<file path="config.mk">
export PLATFORM = sky130hd
export DESIGN_NAME = conbus_arb_wdt
export DESIGN_NICKNAME = d
export VERILOG_FILES = /design/src/rtl/conbus_arb_wdt.sv
export SDC_FILE = /design/constraint.sdc
export NUM_CORES = 1
export LEC_CHECK = 0
export ABC_CLOCK_PERIOD_IN_PS = 8800
export BUFFER_PORTS_ARGS = -buffer_cell sky130_fd_sc_hd__buf_4
export CAP_MARGIN = 40
export CORE_ASPECT_RATIO = 0.8
export CORE_MARGIN = 1
export CORE_UTILIZATION = 39
export CTS_CLUSTER_SIZE = 20
export DETAILED_ROUTE_END_ITERATION = 10
export PLACE_DENSITY_LB_ADDON = 0.3
export SLEW_MARGIN = 20
export SYNTH_ARGS = -nofsm -noshare
export SYNTH_HDL_FRONTEND = slang
export SYNTH_SLANG_ARGS = --single-unit
</file>
<file path="constraint.sdc">
create_clock -name sys_clk -period 8.8 [get_ports sys_clk]
set_clock_uncertainty 0.2 [all_clocks]
set_input_delay 1.76 -clock sys_clk [delete_from_list [all_inputs] [get_ports sys_clk]]
set_output_delay 1.76 -clock sys_clk [all_outputs]
set_load 0.005 [all_outputs]
</file>
<file path="src/rtl/conbus_arb_wdt.sv">
// conbus_arb_wdt
// ---------------------------------------------------------------------------
// Round-robin bus arbiter for a shared conbus with a stalled-strobe watchdog.
// The arbiter grants one master at a time and never preempts it.
// While the granted master's strobe is pending without an ack, a 16-bit
// counter runs. When TIMEOUT stalled cycles have elapsed, the arbiter issues
// one synthetic ack cycle (timeout_ack) to end the transfer. It also records
// the offending master and sets a sticky error flag.
//
// Parameters
//   NMASTERS  number of bus masters (2..8)
//   TIMEOUT   stalled-strobe cycles before forced termination (2..65535)
//
// Ports
//   sys_clk         in   sole clock, rising edge
//   sys_rst         in   asynchronous active-high reset
//   req             in   per-master cyc, bit i = master i requests the bus
//   i_stb           in   shared-bus strobe (after the master mux)
//   i_ack           in   OR of all slave acks
//   err_clr         in   one-cycle pulse clearing timeout_err
//   gnt             out  binary index of the granted master (registered)
//   gnt_valid       out  high while a grant is active
//   timeout_ack     out  one-cycle pulse OR'd into the granted master's ack
//   timeout_err     out  sticky timeout flag
//   timeout_master  out  master that was granted at the most recent timeout
// ---------------------------------------------------------------------------
module conbus_arb_wdt #(
  parameter int NMASTERS = 5,
  parameter int TIMEOUT  = 1023
) (
  input  logic                sys_clk,
  input  logic                sys_rst,
  input  logic [NMASTERS-1:0] req,
  input  logic                i_stb,
  input  logic                i_ack,
  input  logic                err_clr,
  output logic [2:0]          gnt,
  output logic                gnt_valid,
  output logic                timeout_ack,
  output logic                timeout_err,
  output logic [2:0]          timeout_master
);

  typedef enum logic [1:0] {
    S_IDLE    = 2'd0,
    S_GRANT   = 2'd1,
    S_TIMEOUT = 2'd2
  } state_t;

  // Counter value seen in the final stalled cycle before the forced ack.
  localparam logic [15:0] WDT_LAST   = 16'(TIMEOUT - 1);
  localparam logic [2:0]  LAST_RESET = 3'(NMASTERS - 1);

  state_t      state_reg;
  logic [2:0]  gnt_reg;
  logic        gnt_valid_reg;
  logic        timeout_ack_reg;
  logic        timeout_err_reg;
  logic [2:0]  timeout_master_reg;
  logic [15:0] wdt_cnt_reg;
  logic [2:0]  last_reg;

  // Round-robin search: first set bit starting at base+1, wrapping around.
  // The base index itself is considered last.
  function automatic logic [2:0] rr_pick(input logic [NMASTERS-1:0] r,
                                         input logic [2:0]          base);
    logic [2:0] pick;
    int         idx;
    pick = base;
    // Walk from the farthest candidate to the nearest one.
    // The nearest set bit is written last, so it wins.
    for (int k = NMASTERS; k >= 1; k--) begin
      idx = (int'(base) + k) % NMASTERS;
      if (r[idx]) pick = 3'(idx);
    end
    return pick;
  endfunction

  // req[gnt] built without a variable index.
  // This keeps the selection in range for any NMASTERS.
  logic [NMASTERS-1:0] cur_hit;
  for (genvar gi = 0; gi < NMASTERS; gi++) begin : g_cur_hit
    assign cur_hit[gi] = req[gi] & (gnt_reg == 3'(gi));
  end

  logic       cur_req;
  logic       any_req;
  logic       stalled;
  logic [2:0] pick_from_last;
  logic [2:0] pick_from_gnt;

  assign cur_req        = |cur_hit;
  assign any_req        = |req;
  assign stalled        = i_stb & ~i_ack;
  assign pick_from_last = rr_pick(req, last_reg);
  assign pick_from_gnt  = rr_pick(req, gnt_reg);

  always_ff @(posedge sys_clk or posedge sys_rst) begin
    if (sys_rst) begin
      state_reg          <= S_IDLE;
      gnt_reg            <= 3'd0;
      gnt_valid_reg      <= 1'b0;
      timeout_ack_reg    <= 1'b0;
      timeout_err_reg    <= 1'b0;
      timeout_master_reg <= 3'd0;
      wdt_cnt_reg        <= 16'd0;
      last_reg           <= LAST_RESET;
    end else begin
      timeout_ack_reg <= 1'b0;
      // A timeout raised in this same cycle overrides the clear below.
      if (err_clr) timeout_err_reg <= 1'b0;

      case (state_reg)
        S_IDLE: begin
          wdt_cnt_reg <= 16'd0;
          if (any_req) begin
            gnt_reg       <= pick_from_last;
            last_reg      <= pick_from_last;
            gnt_valid_reg <= 1'b1;
            state_reg     <= S_GRANT;
          end else begin
            gnt_valid_reg <= 1'b0;
          end
        end

        S_GRANT: begin
          if (!cur_req) begin
            // The owner released the bus, so hand it over with no idle gap.
            // With no other requester, fall back to IDLE.
            wdt_cnt_reg <= 16'd0;
            if (any_req) begin
              gnt_reg  <= pick_from_gnt;
              last_reg <= pick_from_gnt;
            end else begin
              gnt_valid_reg <= 1'b0;
              state_reg     <= S_IDLE;
            end
          end else if (stalled) begin
            if (wdt_cnt_reg == WDT_LAST) begin
              state_reg          <= S_TIMEOUT;
              wdt_cnt_reg        <= 16'd0;
              timeout_ack_reg    <= 1'b1;
              timeout_err_reg    <= 1'b1;
              timeout_master_reg <= gnt_reg;
            end else begin
              wdt_cnt_reg <= wdt_cnt_reg + 16'd1;
            end
          end else begin
            // An ack, or no pending strobe, restarts the stall window.
            wdt_cnt_reg <= 16'd0;
          end
        end

        S_TIMEOUT: begin
          // timeout_ack was high for this one cycle.
          // Resume the grant, or re-arbitrate if the owner has gone.
          wdt_cnt_reg <= 16'd0;
          if (cur_req) begin
            state_reg <= S_GRANT;
          end else if (any_req) begin
            gnt_reg   <= pick_from_gnt;
            last_reg  <= pick_from_gnt;
            state_reg <= S_GRANT;
          end else begin
            gnt_valid_reg <= 1'b0;
            state_reg     <= S_IDLE;
          end
        end

        default: begin
          state_reg     <= S_IDLE;
          gnt_valid_reg <= 1'b0;
          wdt_cnt_reg   <= 16'd0;
        end
      endcase
    end
  end

  assign gnt            = gnt_reg;
  assign gnt_valid      = gnt_valid_reg;
  assign timeout_ack    = timeout_ack_reg;
  assign timeout_err    = timeout_err_reg;
  assign timeout_master = timeout_master_reg;

endmodule

</file>
---- Yosys cells after proc, flatten, opt, wreduce, memory -nomap -nowiden ----
Index checks and enable logic that the tools add are counted.
cells by class
  bitwise logic cells ..................... 7
  reduce and logical (&&, ||, !) cells .... 10
  $add $sub $neg .......................... 11
  multiplexer cells ....................... 69
  $mul .................................... 0
  shifts and indexed selects .............. 0
  equality and inequality tests ........... 14
  div/mod/pow operators ................... 10
  magnitude comparators ................... 10
operators by type and width
  cell                   count
  $lt 32x5->1 const B    10
  $mod 32x4->32 const B  10
  $mux 16                4
  $mux 3                 13
  $mux 1                 34
  $bmux 1 s3             10
  $add 16x1->16 const B  1
  $add 3x2->4 const B    4
  $add 3x3->4 const B    4
  $eq 16x10->1 const B   1
  $reduce_and 4->1       3
  $mux 2                 5
  $reduce_or 5->1        2
  $ne 3x3->1 const B     3
  $add 3x1->4 const B    2
  $and 1x1->1            6
  $eq 3x2->1 const B     2
  $ne 2x2->1 const B     3
  $pmux 2 s3             1
  $pmux 3 s2             1
  $eq 3x1->1 const B     1
  $eq 3x3->1 const B     1
  $logic_not 3->1        1
  $eq 2x1->1 const B     1
  other kinds (8)        8
storage, ports and cells
  ROM bits ................................ 0
  bits in latches ......................... 0
  register bits after elaboration ......... 30
  RAM bits ................................ 0
  memories kept ........................... 0

---- Logic depth before layout (Yosys ltp) ----
Gate-level depths: netlist (run 1).
  word-level depth ........................ 13
  depth in mapped cells ................... 23

---- Worst setup path before layout (run 1) ----
OpenSTA, ideal clock, no wires.
  path type ............................... register -> register
  from .................................... register gnt_reg[0] (netlist: gnt[0])
  to ...................................... register gnt_reg[0] (netlist: gnt[0])
  cell stages (with the launch flop) ...... 22
  required time ........................... 8.480 ns
  period minus slack after synthesis ...... 5.405 ns
  slack ................................... 3.395 ns
  data arrival time ....................... 5.085 ns
  library setup time ...................... 0.120 ns
  cell sequence ........................... dfrtp_1 > buf_6 > buf_6 > inv_1 > buf_4 > buf_2 > ha_1 > clkinv_1 > ha_1 > or3_1 > nand2_1 > xnor2_1 > ha_1 > nand2b_1 > nand2_1 > o2bb2ai_1 > nand4_1 > a221oi_1 > nor4_2 > a41oi_1 > a21oi_1 > a41o_1
on the way
  cells in the longest elaborated chain, start to end .. 13
  elaborated cells between the ends (all ways) .. 46
  those cells by class .................... 5 x add/sub; 5 x div; 5 x eq/ne; 23 x mux; 5 x bitwise; 3 x reduce/logical
RTL lines
  what                                        line      RTL
  start: declaration                          55        logic [2:0] gnt_reg;
  start signal: assignment                    117       gnt_reg <= pick_from_last;
  start signal: assignment                    132       gnt_reg <= pick_from_gnt;
  start signal: assignment                    161       gnt_reg <= pick_from_gnt;
  $add 3x3->4                                 73        idx = (int'(base) + k) % NMASTERS;
  $mod 32x4->32                               73
  $bmux 1 s3                                  74        if (r[idx]) pick = 3'(idx);
  $mux 1 (implied by the code) (2 in series)  74
  $mux 3 (5 in series)                        74
  $mux 3                                      131, 160
  $mux 3                                      127       if (!cur_req) begin
  $pmux 3 s2                                  113       case (state_reg)
Several ways; a longest one is shown, not always the timed one. The select of a mux whose other input is x is not followed.
A chain may end at the register's enable or synchronous reset.

---- Worst setup path after layout (run 1) ----
  from .................................... register gnt_reg[1] (netlist: gnt[1])
  to ...................................... register gnt_reg[2] (netlist: gnt[2])
The elaborated chain is that of the path after synthesis.

==> results.toml, run 1 <==
[clock_tree]
cts_setup_buffers = 0
cts-root-buf = "clkbuf_16"
h-tree-depth = 1
cts_buffer_depth = 2
hold_buffers = 0
post_cts_resize_count = 0
clock_latency_ns = 0.26
path_clk_slew_ns = 0.07
cts_tree = "done"
cts_sinks = 28
cts_made_buffers = 3

[routing]
drcViolationCount = 0
drt_iter0_markers = 376
wl_per_cell_um = 17.86
num_vias = 5111
avgViaCountPerCell = 6.241
dr.pass1.iters = 6
ant_nets = 0
routed_wl_mm = 14.62

[finish]
nFillCells = 1268
nets = 716
largest_register_ffs = 16
drive_above_1_share_pct = 11.96
syn2layout_area_growth_pct = 6.359
n_antenna_cell = 0

[logic_synthesis]
synth_cell_types = 94
ys_seq_area_share_pct = 13.56
synth_area_per_cell_um2 = 7.961
synth_edf_count = 0
synth_fp_nets = 721
syn_inst = 650
syn-cell-area_um2 = 5175
synth-seq-cells = 28
async_reset_ff_share_pct = 100.0
ys_warn_count = 0
synthFlopType = "dfrtp_1"

[placed_design]
dp_hpwl_mm = 11.07
io_buffers = 18
gp_congestion = 0.9732

[die]
die_y_um = 105.0
core_um2 = 12920
io_pins = 19
die_w_um = 130.8
die_area_um2 = 13740
start_util_pct = 40.07
rows = 37

[setup_path]
crit_fanout = 30
endpoint_kind = "flip-flop"
required_ns = 8.76
cp.arrival_ns = 5.61
worstSetupStartpointType = "flip-flop"
critPathKind = "reg -> reg"

[flow_run]
cap_viol_max_count = 0

[timing]
tns_ns = 0
maxSlewViolCount = 0
rsz0062_at_grt = "no"
period_share_pct = 64.24
finalHoldViolCount = 0
min_period_ns = 5.653
relSlewSlack_pct = 53.37
setup_viol = 0
worst_slew_pin_slew_ns = 0.6994
fmax_mhz = 176.9
hold_ws_ns = 0.2887

[outcome]
outcome = "completed"

[grt]
grt_pass1_vias = 4881
grt.overflow.total = 0
grt_max_degree = 53
grt_pass1_wl_mm = 24.12
antenna_found_initial = 0
track_usage_pct = 21.76

[min_path]
hold_class = "reg -> reg"
## cells by family (layout without fill, tap and decap cells)
family / count (synthesis) / count (layout) / synth area share (%)
flops: 28 / 28 / 13.56
fa+ha+maj: 61 / 61 / 14.75
compound gates: 204 / 204 / 30.34
simple gates: 222 / 222 / 22.82
mux: 27 / 27 / 6.310
xor+xnor: 28 / 28 / 5.392
buf+inv: 80 / 74 / 6.818
## layout by cell type (no fill, tap or decap), types with 10 or more instances in the layout
master    netlist  routed
ha_1           61      61
nand2_1        48      48
nor2_1         46      46
a21oi_1        44      44
inv_1          41      41
dfrtp_1        27      26
o21ai_0        25      25
nand3_1        22      22
buf_4           5      22
mux2i_1        15      15
xnor2_1        14      14
nand2b_1       13      13
o211ai_1       12      12
nor2b_1        11      11
nor3_1         11      11
xor2_1         11      11
and3_1         10      10
and2_1         10      10
## metrics by stage
step | setup WS [ns] | instance area (um^2) | instances | util, %
after detailed placement | 2.748 | 5384 | 814 | 41.68
final | 3.147 | 5504 | 819 | 42.61
after global routing | 2.741 | 5504 | 819 | 42.61
after floorplan | 3.395 | 5175 | 650 | -
after CTS | 2.741 | 5489 | 818 | 42.50
after global placement | 3.069 | 5384 | 814 | 41.68
## routing by layer
metal | track usage (%) | vias to the layer above | wire [um]
li1 | - | 2434 | -
met1 | 30.92 | 2445 | 6755
met2 | 34.85 | 210 | 6620
met3 | 2.253 | 22 | 990
met4 | 5.255 | 0 | 257
met5 | 0 | - | 0
## synthesized netlist by cell type, drive strengths merged, types with 15 or more instances
| master | number | area share (%) |
|---|---|---|
| xnor2 | 15 | 2.7 |
| o21ai | 29 | 2.9 |
| mux2i | 15 | 2.9 |
| nand2 | 49 | 3.6 |
| clkbuf | 16 | 1.2 |
| a21oi | 46 | 4.7 |
| dfrtp | 27 | 13 |
| nand3 | 22 | 2.1 |
| buf | 17 | 2.2 |
| inv | 46 | 3.3 |
| nor2 | 46 | 3.3 |
| ha | 61 | 15 |
## cell type report
cell class	count	area, um^2	share of cell area, %
timing repair buffer	23	180.2	3.273
clock buffer	3	75.07	1.364
inverter	47	176.4	3.205
tap	175	219.0	3.978
sequential	28	703.2	12.78
clock inverter	1	30.03	0.5456
multi-input combinational	542	4120	74.86
## worst paths after layout
kind                                        from                 endpoint  slack, ns  cells after the start
setup / recovery              gnt[1]$_DFFE_PP0P_       gnt[2]$_DFFE_PP0P_       3.15                     19
hold / removal             timeout_err$_DFF_PP0_    timeout_err$_DFF_PP0_       0.29                      1
setup reg to reg              gnt[1]$_DFFE_PP0P_       gnt[2]$_DFFE_PP0P_       3.15                     19
hold reg to reg            timeout_err$_DFF_PP0_    timeout_err$_DFF_PP0_       0.29                      1
max in group asynchronous                sys_rst  last_reg[2]$_DFFE_PP1P_       6.73                      3
min in group asynchronous                sys_rst    timeout_err$_DFF_PP0_       1.36                      3
## worst max-delay path, cell delays in order, from the launching register on
cell and delay [ns]:
dfrtp_1 0.39, buf_8 0.21, inv_2 0.19, ha_1 0.33
buf_4 0.31, clkinv_1 0.47, ha_1 0.40, nor2_1 0.17
a21oi_1 0.11, xnor2_1 0.28, inv_1 0.13, ha_1 0.24
nor2b_1 0.16, o32ai_2 0.49, o21ai_0 0.26, and4_1 0.26
o311ai_1 0.29, a21oi_1 0.11, a2111o_1 0.40, o211a_1 0.13
Power of run 1 is not shown: default switching activity piles up to over one toggle a cycle in this logic, so the estimate is an artifact.
==> run 2: changes to the inputs <==
--- a/config.mk
+++ b/config.mk
@@ -5,7 +5,8 @@
 export SDC_FILE = /design/constraint.sdc
 export NUM_CORES = 1
 export LEC_CHECK = 0
-export ABC_CLOCK_PERIOD_IN_PS = 8800
+export ABC_AREA = 1
+export ABC_CLOCK_PERIOD_IN_PS = 5240
 export BUFFER_PORTS_ARGS = -buffer_cell sky130_fd_sc_hd__buf_4
 export CAP_MARGIN = 40
 export CORE_ASPECT_RATIO = 0.8
==> constraint.sdc (replaced) <==
create_clock -name sys_clk -period 5.24 [get_ports sys_clk]
set_clock_uncertainty 0.2 [all_clocks]
set_input_delay 1.048 -clock sys_clk [delete_from_list [all_inputs] [get_ports sys_clk]]
set_output_delay 1.048 -clock sys_clk [all_outputs]
set_load 0.005 [all_outputs]
==> run 2 against run 1 <==
Clock-buffer cell count stayed put. Via count decreased by 7.9%. Area after synthesis fell by 7.5%. Critical path depth grew 7. Critical endpoint is now gnt[0]$_DFFE_PP0P_. Critical path type unchanged.
==> results.toml, run 2 <==
[logic_synthesis]
syn-cell-area_um2 = 4787
ys_warn_count = 0
synthAdderAreaFrac_pct = 15.94
synth-seq-cells = 28
synth_top_area_share_pct = 15.94
synth_edf_count = 0
synth_top_family_by_area = "simple AND/OR/NAND/NOR gates"
yosysTopAreaCell = "ha_1"
synth_compound_area_share_pct = 9.958
ys_seq_area_share_pct = 14.66
synth_area_per_cell_um2 = 6.374
syn_inst = 751
synthFlopType = "dfrtp_1"
synthXorXnorAreaFrac_pct = 2.927
yosys-top-cells-area = "ha_1, nand2_1, dfrtp_1"
ys_top_cells_by_count = "nand2_1, inv_1, nand3_1, ha_1, nor2_1"
async_reset_ff_share_pct = 100.0
synth_fp_nets = 822
synth.most_common_cell = "nand2_1"
synth_simple_gate_area_share_pct = 45.64
synth_cell_types = 52
muxShareOfSynthArea_pct = 0

[setup_path]
cp_slowest_stage_delay_ns = 0.70
required_ns = 5.20
crit_fanout = 16
rrSetupSlack_ns = 0.68
crit_path_frequent_cell = "nand2_1"
reg2reg_depth = 26
critPathKind = "reg -> reg"
worstSetupStartpointType = "flip-flop"
cp.arrival_ns = 4.52
endpoint_kind = "flip-flop"
cp_slowest_cell = "ha_1"

[timing]
rsz0062_at_grt = "no"
hold_ws_ns = 0.3148
fmax_mhz = 219.2
min_period_ns = 4.562
relSlewSlack_pct = 53.99
worst_slew_pin_slew_ns = 0.6881
setup_viol = 0
finalHoldViolCount = 0
maxSlewViolCount = 0
tns_ns = 0
period_share_pct = 87.06

[min_path]
hold_class = "reg -> reg"
hold-path-cell-count = 2

[finish]
syn2layout_area_growth_pct = 7.972
drive_above_1_share_pct = 15.51
design_area_um2 = 5169
largest_register_ffs = 16
nets = 839
nFillCells = 1222
layout.cells.non_filler = 915
layout_commonest_cell = "nand2_1"
n_antenna_cell = 0
layout_common_cells = "nand2_1, inv_1, nand3_1, ha_1, nor2_1"

[grt]
grt_max_degree = 35
grt_pass1_vias = 4102
antenna_found_initial = 0
grt.overflow.total = 0
track_usage_pct = 19.45
grt_pass1_wl_mm = 20.17

[die]
die_y_um = 101.1
die_area_um2 = 12720
die_w_um = 125.9
start_util_pct = 40.79
rows = 35
core_um2 = 11740
io_pins = 19

[clock_tree]
path_clk_slew_ns = 0.07
cts_tree = "done"
post_cts_resize_count = 0
cts_setup_buffers = 0
hold_buffers = 0
cts-root-buf = "clkbuf_16"
cts_sinks = 28
cts_buffer_depth = 2
clock_latency_ns = 0.26
h-tree-depth = 1
cts_made_buffers = 3

[placed_design]
dp_hpwl_mm = 9.255
post_dp_cell_area_um2 = 5064
gp_congestion = 0.9075
io_buffers = 18
dp.cells = 911

[routing]
wl_per_cell_um = 12.90
wl_met3_um = 710
m1WireLength_mm = 6.215
avgViaCountPerCell = 5.143
wl_met2_mm = 4.829
drcViolationCount = 0
drt_iter0_markers = 440
top_layer = "met4"
routed_wl_mm = 11.80
num_vias = 4706
dr.pass1.iters = 5
ant_nets = 0

[flow_run]
cap_viol_max_count = 0

[outcome]
outcome = "completed"
[run 2: cell count changes after synthesis, moves of 10 or more]
cell      delta
nand2_1    +154
nand3_1     +70
inv_1       +63
a21oi_1     -30
nand2_2     +29
nand3_2     +17
clkbuf_1    -15
mux2i_1     -15
nand2b_1    -13
o211ai_1    -11
xnor2_1     -11
and3_1      -10
nand2_4     +10
nor2b_1     -10
[run 2: metal layers]
layer | up-vias | GRT usage [%]
met1 | 2115 | 30.27
met3 | 8 | 1.858
li1 | 2457 | -
met2 | 126 | 29.62
met5 | - | 0
met4 | 0 | 1.668
[run 2: cell families after synthesis]
kind of cell / Yosys count
simple gates: 447
buf+inv: 125
compound gates: 74
fa+ha+maj: 61
flops: 28
xor+xnor: 16
[run 2: worst paths after layout]
path	from	endpoint
min in group asynchronous	sys_rst	gnt[2]$_DFFE_PP0P_
max in group asynchronous	sys_rst	wdt_cnt_reg[0]$_DFF_PP0_
setup / recovery	gnt[1]$_DFFE_PP0P_	gnt[0]$_DFFE_PP0P_
setup reg to reg	gnt[1]$_DFFE_PP0P_	gnt[0]$_DFFE_PP0P_
hold / removal	timeout_master[1]$_DFFE_PP0P_	timeout_master[1]$_DFFE_PP0P_
hold reg to reg	timeout_master[1]$_DFFE_PP0P_	timeout_master[1]$_DFFE_PP0P_
[run 2: layout make-up]
cell class	instances	area [um^2]	share of cell area, %
inverters	115	439.2	8.497
well taps	148	185.2	3.583
clock buffers	3	75.07	1.452
repair buffers	22	172.7	3.341
multi-input cells	598	3565	68.97
flip-flops and latches	28	701.9	13.58
clock inverters	1	30.03	0.5810
[run 2: stage by stage]
| stage | utilization (%) | setup WS, ns |
|---|---|---|
| floorplan | - | 0.8092 |
| global placement | 43.02 | 0.7364 |
| detailed placement | 43.15 | 0.7127 |
| CTS | 44.04 | 0.7007 |
| global route | 44.04 | 0.2094 |
| finish | 44.04 | 0.6780 |
[run 2: critical path, delay by kind of cell, from the launching register on]
family	cells	cell delay [ns]
buf+inv	5	0.58
flops	1	0.36
fa+ha+maj	3	1.22
simple gates	17	1.79
xor+xnor	1	0.27
Power of run 2 is left out for the same reason.
==> run 3: changes to the inputs <==
--- a/config.mk
+++ b/config.mk
@@ -15,6 +15,7 @@
 export CTS_CLUSTER_SIZE = 20
 export DETAILED_ROUTE_END_ITERATION = 10
 export PLACE_DENSITY_LB_ADDON = 0.3
+export REMOVE_ABC_BUFFERS = 1
 export SLEW_MARGIN = 20
 export SYNTH_ARGS = -nofsm -noshare
 export SYNTH_HDL_FRONTEND = slang
==> run 3 against run 2 <==
Via count down 2.1%. Critical path depth is the same. Routed wire length shrank 1.0%. Sequential share of layout area barely moved. Clock-buffer cell count increased by 1. Sequential cell count stayed put. Non-clock buffer count stayed put. Die area is the same. Core utilization shrank 0.14 points. Hold slack worse by 0.025 ns. Worst setup slack improved by 0.0088 ns. Highest routed layer unchanged.
==> results.toml, run 3 (same netlist as run 2, synthesis figures left out) <==
[outcome]
outcome = "completed"

[finish]
n_antenna_cell = 0
layout_commonest_cell = "nand2_1"
syn2layout_area_growth_pct = 7.632
nets = 839
largest_register_ffs = 16
layout_common_cells = "nand2_1, inv_1, nand3_1, ha_1, nor2_1"
drive_above_1_share_pct = 15.51

[placed_design]
gp_congestion = 0.9099
dp_hpwl_mm = 9.256
io_buffers = 18

[timing]
maxSlewViolCount = 0
setup_viol = 0
period_share_pct = 86.89
fmax_mhz = 219.6
min_period_ns = 4.553
hold_ws_ns = 0.2898
finalHoldViolCount = 0
rsz0062_at_grt = "no"
worst_slew_pin_slew_ns = 0.6647
tns_ns = 0
relSlewSlack_pct = 55.56

[setup_path]
critPathKind = "reg -> reg"
reg2reg_to = "gnt[0]$_DFFE_PP0P_"
reg2reg_depth = 26
endpoint_kind = "flip-flop"
required_ns = 5.20
rrSetupSlack_ns = 0.69
worstSetupStartpointType = "flip-flop"
cp.arrival_ns = 4.52
crit_fanout = 16
rr_startpoint = "gnt[1]$_DFFE_PP0P_"

[grt]
track_usage_pct = 19.03
grt_max_degree = 35
grt_pass1_wl_mm = 19.77
antenna_found_initial = 0
grt.overflow.total = 0
grt_pass1_vias = 4081

[routing]
wl_met2_mm = 4.914
drcViolationCount = 0
avgViaCountPerCell = 5.037
wl_met3_um = 630
dr.pass1.iters = 5
drt_iter0_markers = 384
ant_nets = 0
wl_per_cell_um = 12.77
routed_wl_mm = 11.68
m1WireLength_mm = 6.118
top_layer = "met4"
num_vias = 4609

[die]
die_y_um = 101.1
rows = 35
die_area_um2 = 12720
start_util_pct = 40.79
core_um2 = 11740
die_w_um = 125.9
io_pins = 19

[min_path]
hold_start = "wdt_cnt_reg[0]$_DFF_PP0_"
worstHoldEndpoint = "wdt_cnt_reg[0]$_DFF_PP0_"
hold-path-cell-count = 1
hold_class = "reg -> reg"

[clock_tree]
hold_buffers = 0
cts_sinks = 28
cts_buffer_depth = 2
cts-root-buf = "clkbuf_16"
cts_made_buffers = 3
cts_setup_buffers = 0
cts_tree = "done"
post_cts_resize_count = 0
h-tree-depth = 1
path_clk_slew_ns = 0.07
clock_latency_ns = 0.27

[flow_run]
cap_viol_max_count = 0
run 3: cell types whose count changed in the layout (fill, tap and decap cells not counted):
cell	change
bufinv_16	-1
clkbuf_8	+1
run 3: cell type report:
type,count,area [um^2]
timing repair buffer,22,172.7
sequential,28,701.9
clock buffer,4,88.84
inverter,115,439.2
tap,148,185.2
fill,1245,6584
multi-input combinational,598,3565
run 3: how the worst max path moves through the flow:
stage	endpoint	slack [ns]	startpoint
6_report	gnt[0]$_DFFE_PP0P_	0.69	gnt[1]$_DFFE_PP0P_
5_1_grt	gnt[1]$_DFFE_PP0P_	0.21	gnt[1]$_DFFE_PP0P_
4_1_cts	gnt[0]$_DFFE_PP0P_	0.67	gnt[1]$_DFFE_PP0P_
3_5_place_dp	gnt[0]$_DFFE_PP0P_	0.70	gnt[1]$_DFFE_PP0P_
3_3_place_gp	gnt[0]$_DFFE_PP0P_	0.82	gnt[1]$_DFFE_PP0P_
2_1_floorplan	gnt[0]$_DFFE_PP0P_	0.15	gnt[0]$_DFFE_PP0P_
run 3: layer usage:
metal | global-route usage [%] | vias up
li1 | - | 2455
met4 | 1.854 | 0
met2 | 30.30 | 97
met1 | 28.68 | 2055
met5 | 0 | -
met3 | 1.592 | 2
run 3: worst max-delay path: stages, from the launching register on:
cell	delay [ns]
dfrtp_1	0.36
inv_2	0.14
ha_1	0.71
inv_2	0.29
ha_1	0.29
inv_1	0.05
nand3_1	0.11
nand2_1	0.12
xor2_1	0.29
ha_1	0.23
inv_1	0.05
or2_2	0.26
nand2_1	0.12
nand2_1	0.10
nand2_1	0.08
nand2_1	0.09
nand3b_1	0.17
nand2_1	0.08
nand2_2	0.07
nand2_2	0.09
nor2_1	0.07
nand3_1	0.09
nand2_1	0.07
nor2_2	0.17
inv_2	0.05
nand2_1	0.05
nand2_1	0.05
run 3: stage by stage:
stage | utilization (%) | setup WS, ns | instance area, um^2 | instances
2_1_floorplan | - | 0.1504 | 4706 | 741
3_3_place_gp | 43.02 | 0.8231 | 5049 | 910
3_5_place_dp | 43.15 | 0.6966 | 5064 | 911
4_1_cts | 43.90 | 0.6736 | 5152 | 915
5_1_grt | 43.90 | 0.2137 | 5152 | 915
6_report | 43.90 | 0.6868 | 5152 | 915
Power of run 3 is left out for the same reason.
